===== src/rtl/bcd_scan_counter.sv =====
// Four-digit packed-BCD up/down counter with load clamping, wrap pulse and a
// time-multiplexed digit scanner feeding a 7-segment decoder.
module bcd_scan_counter #(
    parameter int SCAN_DIV = 1000,
    parameter int LZB      = 0
) (
    input  logic        clk,
    input  logic        rst,
    input  logic        en,
    input  logic        up,
    input  logic        load,
    input  logic [15:0] load_val,
    output logic [15:0] count,
    output logic        wrap,
    output logic [3:0]  bcd,
    output logic [3:0]  dig_sel,
    output logic [1:0]  scan_idx
);

    localparam logic [15:0] PRESC_LAST = 16'(SCAN_DIV - 1);

    logic [15:0] prescaler;
    logic [15:0] count_step;
    logic        step_roll;
    logic        carry;
    logic [3:0]  digit;
    logic        upper_zero;

    function automatic logic [15:0] clamp_bcd(input logic [15:0] v);
        logic [15:0] r;
        r = v;
        for (int unsigned i = 0; i < 4; i++) begin
            if (v[4*i +: 4] > 4'd9) r[4*i +: 4] = 4'd9;
        end
        return r;
    endfunction

    // Carry/borrow ripples from digit 0 upward; a carry out of digit 3 is a wrap.
    always_comb begin
        count_step = count;
        carry      = 1'b1;
        digit      = '0;
        for (int unsigned i = 0; i < 4; i++) begin
            digit = count[4*i +: 4];
            if (carry) begin
                if (up) begin
                    if (digit >= 4'd9) count_step[4*i +: 4] = 4'd0;
                    else begin
                        count_step[4*i +: 4] = digit + 4'd1;
                        carry = 1'b0;
                    end
                end else begin
                    if (digit == 4'd0) count_step[4*i +: 4] = 4'd9;
                    else begin
                        count_step[4*i +: 4] = digit - 4'd1;
                        carry = 1'b0;
                    end
                end
            end
        end
        step_roll = carry;
    end

    always_ff @(posedge clk) begin
        if (rst) begin
            count <= '0;
            wrap  <= 1'b0;
        end else if (load) begin
            count <= clamp_bcd(load_val);
            wrap  <= 1'b0;
        end else if (en) begin
            count <= count_step;
            wrap  <= step_roll;
        end else begin
            wrap  <= 1'b0;
        end
    end

    always_ff @(posedge clk) begin
        if (rst) begin
            prescaler <= '0;
            scan_idx  <= '0;
        end else if (prescaler == PRESC_LAST) begin
            prescaler <= '0;
            scan_idx  <= scan_idx + 2'd1;
        end else begin
            prescaler <= prescaler + 16'd1;
        end
    end

    always_comb begin
        bcd        = count[{scan_idx, 2'b00} +: 4];
        upper_zero = (count >> {scan_idx, 2'b00}) == 16'h0000;
        dig_sel    = ~(4'b0001 << scan_idx);
        if (LZB != 0 && scan_idx != 2'd0 && upper_zero) dig_sel = '1;
    end

endmodule


===== config.mk =====
export PLATFORM = sky130hd
export DESIGN_NAME = bcd_scan_counter
export DESIGN_NICKNAME = d
export VERILOG_FILES = /design/src/rtl/bcd_scan_counter.sv
export SDC_FILE = /design/constraint.sdc
export NUM_CORES = 1
export LEC_CHECK = 0
export ABC_AREA = 1
export BUFFER_PORTS_ARGS = -buffer_cell sky130_fd_sc_hd__buf_2
export CORE_MARGIN = 2
export CORE_UTILIZATION = 51
export DETAILED_ROUTE_END_ITERATION = 16
export PLACE_DENSITY = 0.8
export SLEW_MARGIN = 10
export SYNTH_ARGS = -nofsm -noshare
export SYNTH_HDL_FRONTEND = slang
export SYNTH_SLANG_ARGS = --single-unit

===== constraint.sdc =====
create_clock -name clk -period 1.5 [get_ports clk]
set_input_delay 0.075 -clock clk [delete_from_list [all_inputs] [get_ports clk]]
set_output_delay 0.075 -clock clk [all_outputs]
set_load 0.01 [all_outputs]

# Word level (Yosys, flattened, before mapping)
# Cells that the tools add are included.
[classes] n_eq_ne=1 n_mux=35 n_reduce_logical=13 n_addsub=10 shifts=2 n_lt_le_gt_ge=8 bitwise_logic=3
[ops] cell="2-to-1 mux 4 bit" n=19
[ops] cell="2-to-1 mux 16 bit" n=2
[ops] cell="adder 16 x 1 -> 16 bit, second input constant" n=1
[ops] cell="adder 4 x 1 -> 4 bit, second input constant" n=4
[ops] cell="equality test 16 x 10 -> 1 bit, second input constant" n=1
[ops] cell="greater-or-equal comparator 4 bit, second input constant" n=4
[ops] cell="> comparator 4 bit, second input constant" n=4
[ops] cell="logical NOT 4 bit" n=4
[ops] cell="variable part select 16 x 5 -> 4 bit" n=1
[ops] cell="subtractor 4 x 1 -> 4 bit, second input constant" n=4
[ops] cell="2-to-1 mux 1 bit" n=14
[ops] cell="nonzero test 2 bit" n=4
[ops] cell="AND reduction 2 bit" n=3
[ops] cell="NOT 4 bit" n=1
[ops] cell="OR reduction 4 bit" n=1
[ops] cell="left shift 1 x 2 -> 4 bit, first input constant" n=1
[ops] cell="adder 2 x 1 -> 2 bit, second input constant" n=1
[ops] cell="NOT 1 bit" n=2
[ops] cell="OR reduction 2 bit" n=1
[word_totals] word_cells=79 regBits=35 input_bits=21 output_inout_bits=27

# Longest topological paths before layout
# Gate-level depths: netlist (run 1).
[logic_depth] depth_word=8 ltp_mapped=11 mapped_depth_nobuf=11

# Worst setup path after synthesis (run 1)
# Ideal clock, no wire load.
[synth_path] path_type="register to register" startpoint="register count[8]" endpoint="register count[15]" stages_incl_launch_ff=11 n_path_buf=0 slack_ns=-0.168 synth_period_minus_slack_ns=1.668 arrival_time_ns=1.559 required_time_ns=1.391 setup_ns=0.109 cell_sequence="dfxtp_1 -> inv_1 -> ha_1 -> nand3_2 -> nand2_1 -> a21oi_2 -> nand3_4 -> nand2_1 -> nand2_1 -> inv_2 -> nor2_2"
[synth_via] elab_chain_cells=6 word_cells_on_any_way=8 cone_classes="order compare: 1; mux: 4; reduce/logical: 3"
[synth_rtl] item="from (decl)" line="13" source="output logic [15:0] count,"
[synth_rtl] item="from (signal assigned)" line="69" source="count <= clamp_bcd(load_val);"
[synth_rtl] item="from (signal assigned)" line="72" source="count <= count_step;"
[synth_rtl] item="greater-or-equal comparator 4 bit / logical NOT 4 bit (equally long branches)" line="47, 53"
[synth_rtl] item="2-to-1 mux 1 bit, on equally long branches" line="47, 53"
[synth_rtl] item="2-to-1 mux 1 bit *" line="46" source="if (up) begin"
[synth_rtl] item="2-to-1 mux 1 bit *" line="45" source="if (carry) begin"
[synth_rtl] item="nonzero test 2 bit (no line) *"
[synth_rtl] item="AND reduction 2 bit (no line) *"
# Every way passes the cells marked *; elsewhere a longest branch is shown, timed or not.
# A chain may end at the register's enable or synchronous reset.

# Worst setup path in the final report (run 1)
[layout_path] startpoint="register count[5]" endpoint="register count[10]"
# The elaborated chain is that of the path after synthesis.

==> impl_metrics.toml, run 1 <==
[outcome]
status = "complete, but fails checks"
violations = "setup timing"

[detailed_routing]
drtPass1Iterations = 5
viasPerCell = 5.484
drt_wl_total_um = 8185
drt_iter0_drc = 222
avgRoutedWirePerCell_um = 13.94
vias = 3219
postRouteAntennaNets = 0
drc = 0

[setup_path]
cp_cell_sequence = "inv_4, ha_4, nand3_4, nand2_2, nand2_2, nor2_4, nand2_2, nand2_4, inv_2, nor2_1, nor2_1"
crit_slowest_cell = "dfxtp_2"
critical_path_required_ns = 1.69
r2r_cells = 11
r2r-start = "count[5]$_SDFFE_PP0P_"
cp-start-kind = "flip-flop"
crit_start = "count[5]$_SDFFE_PP0P_"
worstPathMaxFanout = 7
r2r_setup_slack_ns = -0.03
cp_common_cell = "nand2_2"
path_class = "reg -> reg"
cpPeakStageDelay_ns = 0.34
endpoint_kind = "flip-flop"
cp_data_arrival_time_ns = 1.73
rr_endpoint = "count[10]$_SDFFE_PP0P_"

[global_route]
grt_pass1_vias = 2766
grt_pass1_wl_um = 12050
grt_max_degree = 27
grt_usage = 0.2412
overflow = 0
antenna_found_initial = 0

[placed_design]
place.gp.congestion = 0.9275
port_buffers = 47
dpl_worst_slack_ns = -0.03776
place_area_sq_mm = 0.003322
place_hpwl_um = 5417

[clocking]
cts_tree = "built"
root_buffer = "clkbuf_8"
cts.sinks = 35
cts_max_level = 2
clk_latency_ns = 0.30
cts_buffer_depth = 2
clk_pin_slew_ns = 0.08
cts_hold_buf = 0
cts_buffers = 5

[timing]
finalSetupViolations = 6
final-max-slew-violation-count = 0
slew_headroom = 0.6662
skew_ns = 0.005552
rsz0062_at_grt = "yes"
timing.final.ws_setup_ns = -0.03071
finalHoldViolCount = 0
worst_pin_slew_ns = 0.4999
min_period_ns = 1.531
max_freq_mhz = 653.3
finalCritPeriodShare = 1.020

[final_layout]
fill_cells = 402
area_delta_synth_final_pct = 34.20
fin_util = 0.7188
drive_above_1_share = 0.3868
antenna_cells = 0
fin_nets = 555
design_area_sq_mm = 0.003741

[synthesis]
synth.most_common_cell = "nand2_1"
syn_area_sq_mm = 0.002788
synth_area_leader_cell = "dfxtp_1"
yosysUniqueCellTypes = 39
ys_ff_latch = 35
syn_avg_cell_area_sq_um = 6.559
synth_common_cells = "nand2_1 (88), nand3_1 (43), a21oi_1 (41)"
yosysWarnings = 0
synthesis.instances = 425
synth-main-ff-cell = "dfxtp_1"
synth_edf_count = 0
yosysSeqAreaShare = 0.2513
syn_nets = 464
ys_async_sr_fraction = 0
synth.top_cells.by_area = "dfxtp_1 (25%), nand2_1 (12%), ha_1 (8.1%), nand3_1 (7.7%), a21oi_1 (7.4%)"
netlist.area_leader.share = 0.2513

[floorplanning]
start_util = 0.5356
core_sq_mm = 0.005205
io_pins = 48
die_area_sq_mm = 0.006073
die_h_um = 77.93
die_width_um = 77.93
fp-row-count = 26

[hold_path]
hp-class = "in -> reg"
holdPathStages = 2
hp-start = "rst"
min_to = "count[3]$_SDFFE_PP0P_"

[flow_run]
maxCapViolations = 0

[power_and_ir_drop]
peakVddDrop_mv = 0.5960
power_density_mw_per_mm2 = 759.6
cellLeakagePower_nw = 1.690
==> final cells by class <==
cell class | count | area [sq um] | area share
timing repair buffer | 95 | 611.8 | 0.1635
tap | 70 | 87.58 | 0.02341
sequential | 35 | 724.4 | 0.1936
clock inverter | 2 | 16.27 | 0.004348
inverter | 57 | 235.2 | 0.06288
clock buffer | 6 | 82.58 | 0.02207
multi-input combinational | 321 | 1976 | 0.5281
timing repair inverter | 1 | 7.507 | 0.002007
==> report_power, final <==
group / switching (mW) / total (mW) / leakage [nW] / internal (mW)
Clock: 0.375 / 0.750 / 0.0474 / 0.375
Combinational: 0.607 / 1.05 / 1.35 / 0.447
Sequential: 0.0568 / 1.04 / 0.291 / 0.980
==> timing repair <==
action	4_1_cts	5_1_grt
buffers inserted	4	10
gates resized for setup	6	65
pin swaps	4	21
endpoints found under the setup margin	16	37
hold endpoints to repair	0	0
gates cloned	0	2
==> kinds of logic after synthesis <==
kind of cell             synth area share
AND/OR/NAND/NOR                    0.3703
buffers and inverters              0.1073
AO/OA/AOI/OAI                      0.1526
XOR/XNOR                          0.03771
adder cells (fa/ha/maj)           0.08079
flip-flops                         0.2513
==> through the flow <==
step | power, mW | cells | setup TNS (ns) | hold slack (ns)
global route | 2.978 | 587 | -0.7295 | 0.04497
detailed placement | 1.925 | 563 | -0.1628 | 0.3474
finish | 2.842 | 587 | -0.07829 | 0.05199
floorplan | 1.625 | 425 | 0 | 0.1344
CTS | 2.674 | 575 | 0 | 0.03460
global placement | 1.906 | 563 | 0 | 0.3508
==> sequential cells by signal (all words and copies together), names as in the netlist <==
register,flops
count,16
prescaler,16
scan_idx,2
wrap,1
==> routing by layer <==
layer,wire length [um],global-route usage,share of wire,up-vias
met2,3917,0.4078,0.48,159
met3,649,0.05349,0.079,33
met5,0,0,0,-
met1,3374,0.3057,0.41,1454
met4,244,0.07368,0.030,0
li1,-,-,-,1573
==> critical path, delay by kind of cell, from the launching register on <==
family	cells	cell delay, ns
fa+ha+maj	1	0.17
flops	1	0.34
buf+inv	2	0.13
simple gates	8	0.79
==> cell usage in the layout, fill, tap and decap left out, drive strengths merged, types with 2 or more instances in the layout <==
cell type  instances
xor2               9
inv               55
nand3b             2
nor3               6
nand3             51
clkinv             2
clkbuf             6
clkinvlp           3
ha                18
xnor2              3
o21ai             24
nor2              48
or2                3
dfxtp             35
buf               95
o211ai             2
nand2             94
a21oi             44
a211oi             2
nand4             12
==> how the worst max path moves through the flow <==
stage | end | cells past startpoint
floorplan | count[15]$_SDFFE_PP0P_ | 10
global placement | count[9]$_SDFFE_PP0P_ | 10
finish | count[10]$_SDFFE_PP0P_ | 11
CTS | count[5]$_SDFFE_PP0P_ | 10
global route | count[10]$_SDFFE_PP0P_ | 11
detailed placement | count[9]$_SDFFE_PP0P_ | 10
Note: power is estimated with default switching activity, not from simulation.
==> run 2: changes to the inputs <==
--- a/config.mk
+++ b/config.mk
@@ -11,6 +11,7 @@
 export CORE_UTILIZATION = 51
 export DETAILED_ROUTE_END_ITERATION = 16
 export PLACE_DENSITY = 0.8
+export SETUP_SLACK_MARGIN = 0.02
 export SLEW_MARGIN = 10
 export SYNTH_ARGS = -nofsm -noshare
 export SYNTH_HDL_FRONTEND = slang
==> run 2 against run 1 <==
  * Clock-buffer cell count unchanged
  * Non-clock buffer count down 4
  * Wire length decreased by 2.3%
  * Sequential share of layout area is 0.19 points lower
  * Critical path depth unchanged
  * First-iteration DRC count up 12%
  * Maximum frequency is 2.1% lower
  * Combinational power is essentially flat
  * Total power up 2.1%
  * The flow still finishes with violations (setup timing)
  * Clock skew is 0.0010 ns higher
  * Highest routed layer unchanged
  * Clock power rose by 7.3%
  * Die area is the same
==> impl_metrics.toml, run 2 (synthesized netlist as in run 1, its figures left out) <==
[final_layout]
final_cell_mix = "nand2_1 (77), buf_2 (47), buf_4 (40)"
seq_area_sq_um = 719.4
multi_input_area_sq_mm = 0.002021
fin_nets = 550
drive_above_1_share = 0.3816
fill_cells = 394
final_common_cell = "nand2_1"
antenna_cells = 0
area_delta_synth_final_pct = 34.56
layout.cells.non_filler = 581
top_regs = "count (16), prescaler (16), scan_idx (2)"

[power_and_ir_drop]
cellLeakagePower_nw = 1.702
power_density_mw_per_mm2 = 773.4
peakVddDrop_mv = 0.5265

[timing]
finalCritPeriodShare = 1.042
min_period_ns = 1.563
max_freq_mhz = 639.7
rsz0062_at_grt = "yes"
finalHoldViolCount = 0
final-max-slew-violation-count = 0
timing.hold.ws_ns = 0.03138
timing.final.ws_setup_ns = -0.06313
worst_pin_slew_ns = 0.4975
tns_ns = -0.09837
finalSetupViolations = 4
skew_ns = 0.006554
slew_headroom = 0.6679

[hold_path]
hp-class = "in -> reg"

[setup_path]
cp_cell_sequence = "inv_4, ha_4, nand3_4, nand2_2, nand2_2, nor2_4, buf_4, nand3_4, nand3_1, nand2_1, nor2_2"
critical_path_required_ns = 1.74
path_class = "reg -> reg"
worstPathMaxFanout = 5
endpoint_kind = "flip-flop"
crit_slowest_cell = "dfxtp_2"
cp_data_arrival_time_ns = 1.80
cpPeakStageDelay_ns = 0.34
cp-start-kind = "flip-flop"

[floorplanning]
start_util = 0.5356
core_sq_mm = 0.005205
die_area_sq_mm = 0.006073
die_h_um = 77.93
io_pins = 48
fp-row-count = 26
die_width_um = 77.93

[clocking]
cts_max_level = 2
cts_buffers = 5
cts_hold_buf = 0
root_buffer = "clkbuf_8"
clk_pin_slew_ns = 0.08
cts_tree = "built"
clk_latency_ns = 0.30
cts_buffer_depth = 2
cts.sinks = 35

[detailed_routing]
avgRoutedWirePerCell_um = 13.77
drt_wl_total_um = 8000
postRouteAntennaNets = 0
drt_iter0_drc = 249
drtPass1Iterations = 6
drc = 0
viasPerCell = 5.466
vias = 3176

[placed_design]
place_hpwl_um = 5589
port_buffers = 47
place.gp.congestion = 0.9145
dp.cells = 560

[global_route]
overflow = 0
antenna_found_initial = 0
grt_pass1_wl_um = 12200
grt_pass1_vias = 2665
grt_usage = 0.2471
grt_max_degree = 27

[outcome]
violations = "setup timing"
status = "complete, but fails checks"

[flow_run]
maxCapViolations = 0
-- run 2: changes by cell type in the layout (fill, tap and decap cells not counted), sizes merged --
cell      delta
inv          +2
clkinvlp     -3
clkinv       -1
buf          -4
-- run 2: power breakdown --
part / internal (mW) / switching [mW] / total (mW)
Clock: 0.420 / 0.385 / 0.805
Combinational: 0.450 / 0.606 / 1.06
Sequential: 0.982 / 0.0585 / 1.04
Total: 1.85 / 1.05 / 2.90
-- run 2: layer usage --
metal,GRT usage,wire length [um],part of all wire
met1,0.3329,3439,0.43
met2,0.4000,3800,0.48
met3,0.04419,617,0.077
met4,0.07895,142,0.018
met5,0,0,0
-- run 2: worst paths after layout --
check / endpoint / startpoint / cells past startpoint / slack, ns
hold reg to reg: prescaler[0]$_SDFF_PP0_ / prescaler[0]$_SDFF_PP0_ / 1 / 0.46
setup reg to reg: count[15]$_SDFFE_PP0P_ / count[5]$_SDFFE_PP0P_ / 11 / -0.06
setup / recovery: count[15]$_SDFFE_PP0P_ / count[5]$_SDFFE_PP0P_ / 11 / -0.06
hold / removal: count[0]$_SDFFE_PP0P_ / rst / 2 / 0.03
-- run 2: cell type report --
class / instances / share of cell area
Multi-Input combinational cell: 321 / 0.5387
Inverter: 57 / 0.06237
Timing Repair Buffer: 91 / 0.1571
Clock inverter: 1 / 0.001668
Clock buffer: 6 / 0.02502
Tap cell: 70 / 0.02335
Sequential cell: 35 / 0.1918
-- run 2: worst max-delay path: cells and delay by family (launching register included) --
kind / cells / cell delay, ns
buffers and inverters: 2 / 0.23
AND/OR/NAND/NOR: 8 / 0.76
adder cells (fa/ha/maj): 1 / 0.19
flip-flops: 1 / 0.34
-- run 2: timing repair --
action | 4_1_cts | 5_1_grt
gates resized for setup | 8 | 64
pin swaps | 7 | 26
endpoints found under the setup margin | 20 | 37
cloned | 0 | 1
setup buffers | 3 | 10
-- run 2: through the flow --
stage                     cell area (sq um)  power (mW)    util  setup slack (ns)
final                                  3751       2.901  0.7207          -0.06313
after global routing                   3751       3.049  0.7207           -0.1217
after CTS                              3448       2.714  0.6625           0.01383
after detailed placement               3306       1.906  0.6351          -0.04028
after global placement                 3306       1.883  0.6351           0.03135
after floorplan                        2818       1.626       -           0.02262
==> run 3: changes to the inputs <==
--- a/config.mk
+++ b/config.mk
@@ -10,7 +10,8 @@
 export CORE_MARGIN = 2
 export CORE_UTILIZATION = 51
 export DETAILED_ROUTE_END_ITERATION = 16
-export PLACE_DENSITY = 0.8
+export GPL_TIMING_DRIVEN = 0
+export PLACE_DENSITY_LB_ADDON = 0.25
 export SETUP_SLACK_MARGIN = 0.02
 export SLEW_MARGIN = 10
 export SYNTH_ARGS = -nofsm -noshare
==> run 3 against run 2 <==
  * The flow still finishes with violations (setup timing)
  * Global-route usage rose by 1.6 points
  * Non-clock buffer count fell by 7
  * Critical path depth fell by 1
  * First-iteration DRC count rose by 18%
  * Clock skew barely moved
  * Hold slack got worse by 0.0061 ns
  * Final cell count fell by 1.0%
  * Utilization fell by 0.17 points
  * Worst setup slack got worse by 0.018 ns
  * Design area fell by 0.23%
  * Critical endpoint is now count[12]$_SDFFE_PP0P_
  * Register-to-register slack got worse by 0.02 ns
  * Wire length rose by 4.1%
==> impl_metrics.toml, run 3 (synthesized netlist as in run 1, its figures left out) <==
[outcome]
status = "complete, but fails checks"
violations = "setup timing"

[global_route]
busiest_layer = "met2"
grt_util_met3 = 0.04767
overflow = 0
grt_pass1_wl_um = 13120
grt_usage = 0.2630
grt_pass1_vias = 2857
grt_max_degree = 13
grt_use_met2 = 0.4310
antenna_found_initial = 0
grt_use_met1 = 0.3472

[timing]
max_freq_mhz = 632.5
worst_pin_slew_ns = 0.5863
slew_headroom = 0.6091
timing.final.ws_setup_ns = -0.08094
min_period_ns = 1.581
skew_ns = 0.006420
finalSetupViolations = 8
finalHoldViolCount = 0
final-max-slew-violation-count = 0
rsz0062_at_grt = "yes"
finalCritPeriodShare = 1.054

[placed_design]
dpl_worst_slack_ns = -0.1559
place_hpwl_um = 5272
place.gp.congestion = 0.8986
dp.cells = 541
port_buffers = 46

[power_and_ir_drop]
power_density_mw_per_mm2 = 769.5
cellLeakagePower_nw = 1.670
power.net_switching_mw = 1.079
clkPwrFrac = 0.268
comb_power_share = 0.363
pwr-share-seq = 0.369
internal-power_mw = 1.801
netSwitchingFraction = 0.3747
power.total_mw = 2.880
peakVddDrop_mv = 0.6217

[detailed_routing]
postRouteAntennaNets = 0
avgRoutedWirePerCell_um = 14.48
drc = 0
viasPerCell = 5.541
drt_iter0_drc = 295
vias = 3186
drt_wl_total_um = 8324
drtPass1Iterations = 6

[clocking]
clk_pin_slew_ns = 0.08
cts.sinks = 35
cts_max_level = 2
cts_tree = "built"
cts_hold_buf = 0
cts_buffer_depth = 2
cts_buffers = 5
clk_latency_ns = 0.30
root_buffer = "clkbuf_8"

[setup_path]
r2r_cells = 10
r2r_setup_slack_ns = -0.08
critical_path_required_ns = 1.69
endpoint_kind = "flip-flop"
cp_data_arrival_time_ns = 1.77
cp-start-kind = "flip-flop"
rr_endpoint = "count[12]$_SDFFE_PP0P_"
path_class = "reg -> reg"
worstPathMaxFanout = 5
r2r-start = "count[4]$_SDFFE_PP0P_"

[final_layout]
fin_util = 0.7190
antenna_cells = 0
layout.cells.non_filler = 575
drive_above_1_share = 0.3842
fin_nets = 543
area_delta_synth_final_pct = 34.25
final_cell_mix = "nand2_1 (78), buf_2 (52), a21oi_1 (38), nand3_1 (38), nor2_1 (34)"
final_common_cell = "nand2_1"
top_regs = "count (16), prescaler (16), scan_idx (2)"
fill_cells = 429

[floorplanning]
die_h_um = 77.93
core_sq_mm = 0.005205
io_pins = 48
start_util = 0.5356
die_width_um = 77.93
fp-row-count = 26
die_area_sq_mm = 0.006073

[hold_path]
hp-class = "in -> reg"
min_to = "count[3]$_SDFFE_PP0P_"
holdPathStages = 2
hp-start = "rst"

[flow_run]
maxCapViolations = 0
run 3: cell types whose count changed in the layout (fill, tap and decap cells not counted), moves of 2 or more:
cell      change
buf_4        -16
dfxtp_4       +6
buf_2         +5
dfxtp_1       -5
clkbuf_8      +2
inv_1         -2
inv_6         +2
nand2_2       -2
nand2_8       +2
nand3_4       +2
run 3: routing by layer:
layer  vias to the layer above  part of all wire
li1                       1560                 -
met1                      1475              0.43
met2                       131              0.49
met3                        20             0.058
met4                         0             0.017
met5                         -                 0
run 3: worst max path at each step:
stage,start,slack (ns),endpoint
after floorplan,count[4]$_SDFFE_PP0P_,0.02,count[9]$_SDFFE_PP0P_
after global placement,count[4]$_SDFFE_PP0P_,-0.12,count[9]$_SDFFE_PP0P_
after detailed placement,count[4]$_SDFFE_PP0P_,-0.16,count[10]$_SDFFE_PP0P_
after CTS,count[5]$_SDFFE_PP0P_,0.02,count[9]$_SDFFE_PP0P_
after global routing,count[4]$_SDFFE_PP0P_,-0.15,count[12]$_SDFFE_PP0P_
final,count[4]$_SDFFE_PP0P_,-0.08,count[12]$_SDFFE_PP0P_
run 3: what timing repair did:
action	CTS	global route
gates resized for setup	41	53
setup buffers	15	10
pin swaps	14	29
endpoints found under the setup margin	31	38
cloned	1	0
run 3: metrics by stage:
step / TNS, ns / area, sq um / hold slack (ns)
2_1_floorplan: 0 / 2818 / 0.1344
3_3_place_gp: -1.389 / 3136 / 0.3147
3_5_place_dp: -1.886 / 3136 / 0.3113
4_1_cts: 0 / 3481 / 0.007817
5_1_grt: -1.073 / 3742 / 0.03232
6_report: -0.2944 / 3742 / 0.02532
run 3: power by group through the flow:
stage	logic (mW)	clock network (mW)	registers, mW
final	1.04	0.772	1.06
after global routing	1.15	0.807	1.07
after CTS	0.888	0.763	1.05
after detailed placement	0.757	0	1.07
after global placement	0.744	0	1.07
after floorplan	0.548	0	1.08
run 3: layout make-up:
type                            count  area [sq um]  area share
Multi-Input combinational cell    321          2043      0.5460
Sequential cell                    35         740.7      0.1979
Timing Repair Buffer               71         434.2      0.1160
Inverter                           57         241.5     0.06453
Buffer                             13         97.59     0.02608
Tap cell                           70         87.58     0.02340
Clock buffer                        6         82.58     0.02207
Clock inverter                      2         15.01    0.004012
run 3: worst max-delay path, cell delays in order (launching register included):
cell,delay (ns)
dfxtp_4,0.37
inv_4,0.07
ha_4,0.18
nand3_4,0.09
nand2_2,0.07
nand2_2,0.06
nor2_4,0.16
buf_12,0.13
nand3_4,0.10
a21oi_1,0.17
nor2_1,0.06
